**config.mk**
```make
export PLATFORM = sky130hd
export DESIGN_NAME = input_conditioner_flat
export DESIGN_NICKNAME = d
export VERILOG_FILES = /design/src/rtl/input_conditioner_if.sv /design/src/rtl/input_conditioner.sv /design/src/flat_wrapper.sv
export SDC_FILE = /design/constraint.sdc
export NUM_CORES = 1
export LEC_CHECK = 0
export CAP_MARGIN = 5
export CORE_MARGIN = 1
export CORE_UTILIZATION = 53
export CTS_BUF_LIST = sky130_fd_sc_hd__clkbuf_4
export CTS_CLUSTER_DIAMETER = 80
export DETAILED_ROUTE_END_ITERATION = 10
export PLACE_DENSITY = 0.71
export SETUP_SLACK_MARGIN = 0.02
export SYNTH_ARGS = -nofsm -noshare
export SYNTH_HDL_FRONTEND = slang
export SYNTH_SLANG_ARGS = --single-unit
```
**constraint.sdc**
```tcl
create_clock -name clk -period 3.3 [get_ports clk]
set_input_delay 0.99 -clock clk [delete_from_list [all_inputs] [get_ports clk]]
set_output_delay 0.99 -clock clk [all_outputs]
set_load 0.02 [all_outputs]
```
**src/rtl/input_conditioner_if.sv**
```systemverilog
// Signal bundle between the raw pad inputs, the VGA frame strobe and the
// conditioned outputs consumed by the pause/resume/speed logic.
//
// Transfer semantics: there is no valid/ready pairing. raw_in is a free-running
// level sampled every clock; frame_start, rise, pause_pulse, resume_pulse and
// speed_changed are single-cycle strobes that are meaningful on every clock and
// cannot be back-pressured; level and speed are held levels.
interface input_conditioner_if;
  logic [7:0] raw_in;
  logic       frame_start;
  logic [7:0] level;
  logic [7:0] rise;
  logic       pause_pulse;
  logic       resume_pulse;
  logic [2:0] speed;
  logic       speed_changed;

  // Producer side: drives pads and frame strobe, observes conditioned outputs.
  modport master (
    output raw_in,
    output frame_start,
    input  level,
    input  rise,
    input  pause_pulse,
    input  resume_pulse,
    input  speed,
    input  speed_changed
  );

  // Conditioner side.
  modport slave (
    input  raw_in,
    input  frame_start,
    output level,
    output rise,
    output pause_pulse,
    output resume_pulse,
    output speed,
    output speed_changed
  );
endinterface

```
**src/rtl/input_conditioner.sv**
```systemverilog
// Synchronises and debounces eight pad inputs, produces rising-edge strobes,
// pause/resume request pulses, and a speed code latched only at frame starts
// so the pattern stepping never changes mid-frame.
module input_conditioner #(
  parameter int DEBOUNCE_CYCLES = 50000
) (
  input logic                 clk,
  input logic                 rst_n,
  input_conditioner_if.slave  bus
);

  localparam int CW = $clog2(DEBOUNCE_CYCLES);
  localparam logic [CW-1:0] CNT_MAX = CW'(DEBOUNCE_CYCLES - 1);

  logic [7:0]    s1;
  logic [7:0]    s2;
  logic [CW-1:0] cnt [8];
  logic [7:0]    level_q;
  logic [7:0]    rise_q;
  logic          pause_q;
  logic          resume_q;
  logic [2:0]    speed_q;
  logic          changed_q;

  logic [7:0]    flip;
  logic [7:0]    level_d;
  logic [7:0]    rise_d;
  logic [2:0]    speed_enc;

  // Two-flop synchroniser for every pad bit.
  always_ff @(posedge clk or negedge rst_n) begin
    if (!rst_n) begin
      s1 <= '0;
      s2 <= '0;
    end else begin
      s1 <= bus.raw_in;
      s2 <= s1;
    end
  end

  // A bit flips once it has disagreed with its level for the full count;
  // only 0->1 flips produce an edge strobe.
  always_comb begin
    flip = '0;
    for (int i = 0; i < 8; i++) begin
      flip[i] = (s2[i] != level_q[i]) && (cnt[i] == CNT_MAX);
    end
    level_d = level_q ^ flip;
    rise_d  = flip & s2;
  end

  // Per-bit disagreement counters; any cycle of agreement restarts the count.
  always_ff @(posedge clk or negedge rst_n) begin
    if (!rst_n) begin
      for (int i = 0; i < 8; i++) begin
        cnt[i] <= '0;
      end
    end else begin
      for (int i = 0; i < 8; i++) begin
        if (s2[i] == level_q[i] || flip[i]) begin
          cnt[i] <= '0;
        end else begin
          cnt[i] <= cnt[i] + CW'(1);
        end
      end
    end
  end

  // Debounced levels and their registered edge strobes; pause beats resume.
  always_ff @(posedge clk or negedge rst_n) begin
    if (!rst_n) begin
      level_q  <= '0;
      rise_q   <= '0;
      pause_q  <= 1'b0;
      resume_q <= 1'b0;
    end else begin
      level_q  <= level_d;
      rise_q   <= rise_d;
      pause_q  <= rise_d[0];
      resume_q <= rise_d[1] & ~rise_d[0];
    end
  end

  // Priority encode of the speed switches from the debounced levels.
  always_comb begin
    speed_enc = 3'd1;
    if (level_q[7])      speed_enc = 3'd6;
    else if (level_q[6]) speed_enc = 3'd5;
    else if (level_q[5]) speed_enc = 3'd4;
    else if (level_q[4]) speed_enc = 3'd3;
    else if (level_q[3]) speed_enc = 3'd2;
  end

  // Speed is only sampled on frame_start, using the level held before this edge.
  always_ff @(posedge clk or negedge rst_n) begin
    if (!rst_n) begin
      speed_q   <= 3'd1;
      changed_q <= 1'b0;
    end else if (bus.frame_start) begin
      speed_q   <= speed_enc;
      changed_q <= (speed_enc != speed_q);
    end else begin
      changed_q <= 1'b0;
    end
  end

  assign bus.level         = level_q;
  assign bus.rise          = rise_q;
  assign bus.pause_pulse   = pause_q;
  assign bus.resume_pulse  = resume_q;
  assign bus.speed         = speed_q;
  assign bus.speed_changed = changed_q;

endmodule

```
**src/flat_wrapper.sv**
```systemverilog
// flat-port wrapper written by rule: the top's interface ports become plain ports
module input_conditioner_flat 
#(
  parameter int DEBOUNCE_CYCLES = 50000
)
  (clk, rst_n, bus_raw_in, bus_frame_start, bus_level, bus_rise, bus_pause_pulse, bus_resume_pulse, bus_speed, bus_speed_changed);
  input_conditioner_if bus_i ();
  input logic clk;
  input logic rst_n;
  input wire logic [$bits(bus_i.raw_in)-1:0] bus_raw_in;
  input wire logic [$bits(bus_i.frame_start)-1:0] bus_frame_start;
  output wire logic [$bits(bus_i.level)-1:0] bus_level;
  output wire logic [$bits(bus_i.rise)-1:0] bus_rise;
  output wire logic [$bits(bus_i.pause_pulse)-1:0] bus_pause_pulse;
  output wire logic [$bits(bus_i.resume_pulse)-1:0] bus_resume_pulse;
  output wire logic [$bits(bus_i.speed)-1:0] bus_speed;
  output wire logic [$bits(bus_i.speed_changed)-1:0] bus_speed_changed;
  assign bus_i.raw_in = bus_raw_in;
  assign bus_i.frame_start = bus_frame_start;
  assign bus_level = bus_i.level;
  assign bus_rise = bus_i.rise;
  assign bus_pause_pulse = bus_i.pause_pulse;
  assign bus_resume_pulse = bus_i.resume_pulse;
  assign bus_speed = bus_i.speed;
  assign bus_speed_changed = bus_i.speed_changed;
  input_conditioner #(.DEBOUNCE_CYCLES(DEBOUNCE_CYCLES)) u_core (.clk(clk), .rst_n(rst_n), .bus(bus_i));
endmodule
```
==> results of run 1 <==
[worst max-delay path by stage]
stage                   endpoint            from  slack, ps
global route        bus_level[6]       flip-flop        410
CTS                 bus_level[6]       flip-flop        460
floorplan              flip-flop  u_core.cnt[39]       1410
detailed placement  bus_level[6]       flip-flop       1100
finish              bus_level[6]       flip-flop        520
global placement    bus_level[6]       flip-flop       1120
[through the flow]
stage          hold slack (ps)  power [mW]  area (sq um)  setup slack, ps
2_1_floorplan            331.2       2.189          7528             1408
6_report                 359.6       3.260          8303            524.5
3_3_place_gp             332.5       2.266          8056             1125
4_1_cts                  366.6       3.309          8288            460.4
3_5_place_dp             336.3       2.274          8056             1101
5_1_grt                  377.1       3.417          8300            408.8
[cells in the mapped netlist (all sizes together), types with 3 or more instances]
library cell and instances:
dfrtp 164, nor2 140, xnor2 88, nand3 40
nand4 36, nand2 34, nor3 30, xor2 27
nor4 26, inv 19, nor4bb 12, clkbuf 10
and3 9, mux2 9, a21oi 8, ha 8
nor3b 8, or3 7, o21ai 6, and4 5
nor4b 5, or4 5, buf 3, nand4b 3
[cell type report]
cell class / count / area [sq um] / area share (%)
tap: 180 / 225.2 / 2.712
antenna: 6 / 15.01 / 0.1808
multi-input combinational: 523 / 3266 / 39.33
inverter: 19 / 71.32 / 0.8590
clock inverter: 11 / 88.84 / 1.070
clock buffer: 19 / 142.6 / 1.718
sequential: 165 / 4130 / 49.74
timing repair buffer: 36 / 364.1 / 4.385
[cell families after synthesis]
| family | count (synthesis) |
|---|---|
| compound gates | 21 |
| xor+xnor | 115 |
| fa+ha+maj | 8 |
| buf+inv | 32 |
| flops | 165 |
| mux | 9 |
| simple gates | 370 |
[placed cells by master (no fill, tap or decap), types with 4 or more instances in the layout]
cell,n
nor4bb_1,12
diode_2,6
clkdlybuf4s50_1,31
nor2_1,140
a21oi_1,8
clkbuf_4,19
nor3b_1,8
or4_1,4
nand2_1,33
nor4b_1,5
nor3_1,30
or3_1,7
nor4_1,26
inv_1,19
o21ai_0,6
mux2_2,8
xnor2_1,88
nand3_1,39
and4_1,5
xor2_1,27
and3_1,8
clkinv_2,4
dfrtp_1,164
nand4_1,36
ha_1,8
[sequential cells by signal, indices dropped and copies added, names as in the netlist, named ones only]
register,cells
u_core.cnt,128
u_core.bus.rise,8
u_core.s1,8
u_core.s2,8
u_core.bus.speed,3
u_core.bus.resume_pulse,1
u_core.bus.speed_changed,1
[power breakdown]
| group | internal [mW] | switching, mW | total [mW] |
|---|---|---|---|
| clock network | 0.371 | 0.658 | 1.03 |
| registers | 2.06 | 0.0335 | 2.09 |
| logic | 0.0510 | 0.0888 | 0.140 |
| total | 2.48 | 0.780 | 3.26 |
[routing by layer]
layer,track usage (%),vias to the layer above
li1,-,2600
met1,27.26,2596
met2,31.89,82
met3,4.417,14
met4,8.951,0
met5,0,-
==> results by group, run 1 <==
Worst setup path
  – RR Startpoint: u_core.cnt[0]
  – Max incr delay on CP: ~700 ps
  – Buf/Inv on CP: 1
  – Reg-to-reg endpoint: u_core.cnt[2]
  – Crit Path Max Fanout: 9
  – Critical path's top delay family: buffers and inverters
  – Critical-path top delay cell: clkdlybuf4s50_1
  – R2R setup slack: 1300 ps
  – Reg2reg path depth: 5
  – WP data required: approximately 2300 ps
  – Worst Setup Start Kind: flip-flop
  – Crit-path cells: clkdlybuf4s50_1
  – Arr. time, crit path: ~1800 ps
  – Setup crit end kind: output pin
  – Worst Path Class, Setup: reg2out
  – WP depth: 1

Drt
  – Routed len/inst: 13.98 um
  – Vias per cell: 5.518
  – Highest routed layer: met4
  – Metal3 WL: approximately 410 um
  – Initial DRT Pass Iterations: 4
  – Final WL: roughly 13,000 um
  – M1 WL: about 6300 um
  – # DRC: 0
  – ANT nets after route: 0
  – Routed wl met2: 6445 um
  – Vias: about 5,300
  – Initial DRC count: 340

STA
  – Clock Skew: approximately 19 ps
  – Fin. Hold Viols: 0
  – Fin crit period: approximately 2800 ps
  – Worst rel slew slack: a little under three fifths
  – RSZ-0062 raised after global routing: false
  – Final period util: between 80 and 90%
  – Setup TNS: 0 ps
  – Worst Max-Slew Pin Slew: roughly 660 ps
  – Setup-failing EPs final: 0
  – Final slew viol count: 0
  – Achievable frequency: 360.3 MHz

Logic synthesis
  – Area leader, netlist: dfrtp_1
  – Post-synth top area share: 54.51%
  – Synth Area in XOR/XNOR: between 10 and 15%
  – EDFF count, synth: 0
  – Dominant synthesized flop cell: dfrtp_1
  – Synth area leaders: dfrtp_1, xnor2_1, nor2_1
  – Fraction of registers with async set/reset: between 90% and 100%
  – Syn_area_per_cell: ~10 sq um
  – Flops & latches, synth: about 170
  – Post-synthesis cell type count: between 40 and 50
  – Mux contribution to synthesized area: ~1.4%
  – Compound-Gate Fraction of Synth Area: 1.778%
  – Warnings from Yosys: 0
  – Net Count, Synth: 739
  – Post-Synth Simple-Gate Area: between 20% and 30%
  – Post-synthesis instance area: approximately 0.0075 sq mm
  – Fraction of the mapped netlist area in adder cells: 1.330%
  – Main combinational cell family by area after synthesis: simple AND/OR/NAND/NOR gates
  – Seq/Total Area, Yosys: a little over half
  – Cells after Synth: 720

Place
  – IO buf count: 32
  – DP HPWL: just over 9000 um
  – Cells after DPL: 923
  – Gp weighted congestion: between 0.8 and 0.9

Clocking
  – Clock Path Buffers: 2
  – CTS tree: yes
  – Cts repair resizes: 0
  – Worst-path clk slew: roughly 110 ps
  – Num CTS Buffers: 17
  – Clk root buf: clkbuf_4
  – # Post-CTS Setup Buffers: 0
  – Clock H-tree levels: 4
  – Clk sinks: approximately 170
  – Clk_lat worst skew: between 500 and 600 ps
  – Hold buffer count at CTS: 0

Power and ir drop
  – Cell Pwr Density: 392.6 mW/mm^2
  – Leakage power: roughly 3.3 nW
  – Peak VDD IR: between 0.2 and 0.25 mV

Final layout
  – Nets: roughly 800
  – Non-Filler Instances: about 960
  – Final Util: about 60%
  – Area grow syn2layout: 10.29%
  – Filler cell count: roughly 1,100
  – Share of layout cells above drive strength 1: approximately 6.5%

Global route
  – Via count of the first global-routing pass: between 5,000 and 6,000
  – All-layer global routing usage: around 20%
  – First-pass GRT wire length: around 24,000 um
  – Largest net degree at the start of global routing: slightly above 70
  – Grt ovf: 0
  – Initial antenna violation count: 2

Floorplanning
  – Core region area: between 0.01 and 0.015 sq mm
  – I/O pin count: 33
  – Die area: between 0.01 and 0.015 sq mm
  – Row cnt: 43
  – Die width: between 100 and 150 um
  – Die H: about 120 um
  – Starting Density: a little over half

Run status
  – Status: completed

Worst hold path
  – Number of cells on the worst hold path: 0
  – Hold Path Class: reg2reg
  – Worst Hold Endpoint: u_core.s2[0]
  – Hold_sp: u_core.s1[0]

Run
  – Maxcap violations: 0
(Power assumes the default switching activity.)
==> inputs of run 2 (changes only) <==
clock period = 2.8 ns   (was 3.3 ns; I/O delays follow)
==> results by group, run 2 (same netlist as run 1, synthesis figures left out) <==
Clocking
  – Clock Path Buffers: 2 (unchanged)
  – Clk sinks: 165 (unchanged)
  – Clk_lat worst skew: 560 ps (about the same)
  – Num CTS Buffers: 17 (unchanged)
  – # Post-CTS Setup Buffers: 0 (unchanged)
  – Clk root buf: clkbuf_4
  – CTS tree: yes
  – Cts repair resizes: 0 (unchanged)
  – Clock H-tree levels: 4 (unchanged)
  – Hold buffer count at CTS: 0 (unchanged)
  – Worst-path clk slew: 140 ps (+30 ps)

Floorplanning
  – Die H: 121.2 um (unchanged)
  – Row cnt: 43 (unchanged)
  – Die width: 121.2 um (unchanged)
  – Starting Density: 54.24% (unchanged)
  – Die area: 0.01469 sq mm (unchanged)
  – I/O pin count: 33 (unchanged)
  – Core region area: 0.01388 sq mm (unchanged)

Drt
  – Initial DRC count: 313 (-7.9%)
  – Routed len/inst: 14.15 um (+1.2%)
  – # DRC: 0 (unchanged)
  – Final WL: 13,530 um (+0.91%)
  – Vias: 5,304 (+0.23%)
  – Initial DRT Pass Iterations: 5 (+1)
  – Vias per cell: 5.548 (+0.54%)
  – ANT nets after route: 0 (unchanged)

Power and ir drop
  – Leakage power: 3.293 nW (+0.34%)
  – Int Pwr: 2.857 mW (+15%)
  – Gate power share: 4.3% (about the same)
  – NetSw: 1.023 mW (+31%)
  – Peak VDD IR: 0.4007 mV (+64%)
  – Seq pwr share: 63.5% (-0.6 points)
  – PnR Total Power: 3.880 mW (+19%)
  – Sw frac: 26.36% (+2.4 points)
  – Cell Pwr Density: 466.2 mW/mm^2 (+19%)
  – Clock power share: 32.2% (+0.6 points)

Final layout
  – Top reg by flops: u_core.cnt
  – Share of layout cells above drive strength 1: 6.839% (+0.37 points)
  – Area grow syn2layout: 10.55%
  – Commonest non-fill, non-tap cell in the layout: dfrtp_1
  – Most frequent cells in the layout: dfrtp_1, nor2_1, xnor2_1
  – Nets: 781 (unchanged)
  – Largest register FFs: 128 (unchanged)
  – Filler cell count: 1,128 (-1.2%)

STA
  – Setup TNS: 0 ps (unchanged)
  – Achievable frequency: around 380 MHz
  – Setup-failing EPs final: 0 (unchanged)
  – Worst rel slew slack: 56.68% (+0.72 points)
  – Worst Max-Slew Pin Slew: 642.8 ps (-17.78 ps)
  – Fin crit period: roughly 2600 ps
  – Fin. Hold Viols: 0 (unchanged)
  – RSZ-0062 raised after global routing: false
  – Final period util: 94.59%
  – Clock Skew: 20.23 ps (+1.204 ps)
  – Final Hold Slack: 207.6 ps (-152.1 ps)
  – Final slew viol count: 0 (unchanged)

Worst setup path
  – Reg-to-reg endpoint: u_core.cnt[15]
  – Max incr delay on CP: 700 ps (about the same)
  – Critical path's top delay family: buffers and inverters
  – Setup crit end kind: output pin
  – Buf/Inv on CP: 1 (unchanged)
  – R2R setup slack: 770 ps (-530 ps)
  – Crit-path cells: clkdlybuf4s50_1
  – WP data required: 1960 ps (-350 ps)
  – Worst Setup Start Kind: flip-flop
  – Critical-path top delay cell: clkdlybuf4s50_1
  – Crit Path Max Fanout: 9 (unchanged)
  – Arr. time, crit path: 1810 ps (+20 ps)
  – Worst Path Class, Setup: reg2out
  – Reg2reg path depth: 5 (unchanged)
  – RR Startpoint: u_core.cnt[0]

Place
  – IO buf count: 32 (unchanged)
  – Gp weighted congestion: 0.8379 (-0.30%)
  – DP HPWL: 9321 um (+0.74%)

Global route
  – Largest net degree at the start of global routing: 52 (-28%)
  – First-pass GRT wire length: 23,740 um (+1.0%)
  – Grt ovf: 0 (unchanged)
  – All-layer global routing usage: 20.29% (-0.072 points)
  – Via count of the first global-routing pass: 5,287 (+4.9%)
  – Initial antenna violation count: 1 (-1)

Worst hold path
  – Hold Path Class: in2async

Run
  – Maxcap violations: 0 (unchanged)

Run status
  – Status: completed
-- run 2: changes by cell type in the layout (fill, tap and decap cells not counted), sizes merged --
cell      previous run  this run
bufinv               1         0
clkbuf              19        17
clkinv               7         8
clkinvlp             3         2
diode                6         1
inv                 19        24
-- run 2: worst max-delay path by stage --
stage | endpoint | from | slack [ps] | cells after the start
finish | bus_level[6] | flip-flop | 150 | 1
global route | bus_level[7] | flip-flop | 60 | 1
CTS | bus_level[6] | flip-flop | 110 | 1
detailed placement | bus_level[6] | flip-flop | 760 | 1
global placement | bus_level[6] | flip-flop | 780 | 1
floorplan | flip-flop | u_core.cnt[39] | 910 | 3
-- run 2: worst register-to-register path: cells and delay by family (launching register included) --
family | cells | cell delay, ps
buffers and inverters | 1 | 280
flip-flops | 1 | 430
AO/OA/AOI/OAI | 1 | 680
AND/OR/NAND/NOR | 2 | 330
adder cells (fa/ha/maj) | 1 | 210
-- run 2: final cells by class --
class                      instances  area, sq um  share of cell area [%]
sequential                       165         4130                   49.62
multi-input combinational        523         3266                   39.24
timing repair buffer              36        376.6                   4.525
tap                              180        225.2                   2.706
clock buffer                      17        127.6                   1.533
clock inverter                    15        123.9                   1.488
inverter                          19        71.32                  0.8569
antenna                            1        2.502                 0.03007
-- run 2: power by group through the flow --
| stage | logic, mW | registers, mW | clock network, mW |
|---|---|---|---|
| after floorplan | 0.0743 | 2.51 | 0 |
| after global placement | 0.165 | 2.51 | 0 |
| after detailed placement | 0.173 | 2.51 | 0 |
| after CTS | 0.174 | 2.47 | 1.29 |
| after global routing | 0.195 | 2.47 | 1.39 |
| final | 0.167 | 2.47 | 1.25 |
-- run 2: metal layers --
metal	GRT usage (%)	vias to the layer above	wire length, um
met5	0	-	0
li1	-	2582	-
met3	5.169	10	435
met1	25.98	2631	6214
met2	34.04	81	6777
met4	5.710	0	97
-- run 2: stage by stage --
stage          worst slack, ps  util, %  std cells  cell area, sq um
4_1_cts                  113.4    59.94        955              8320
6_report                 151.4    59.96        956              8323
5_1_grt                  56.86    59.96        956              8323
3_3_place_gp             780.6    58.13        923              8069
2_1_floorplan            907.7        -        720              7528
3_5_place_dp             763.0    58.13        923              8069
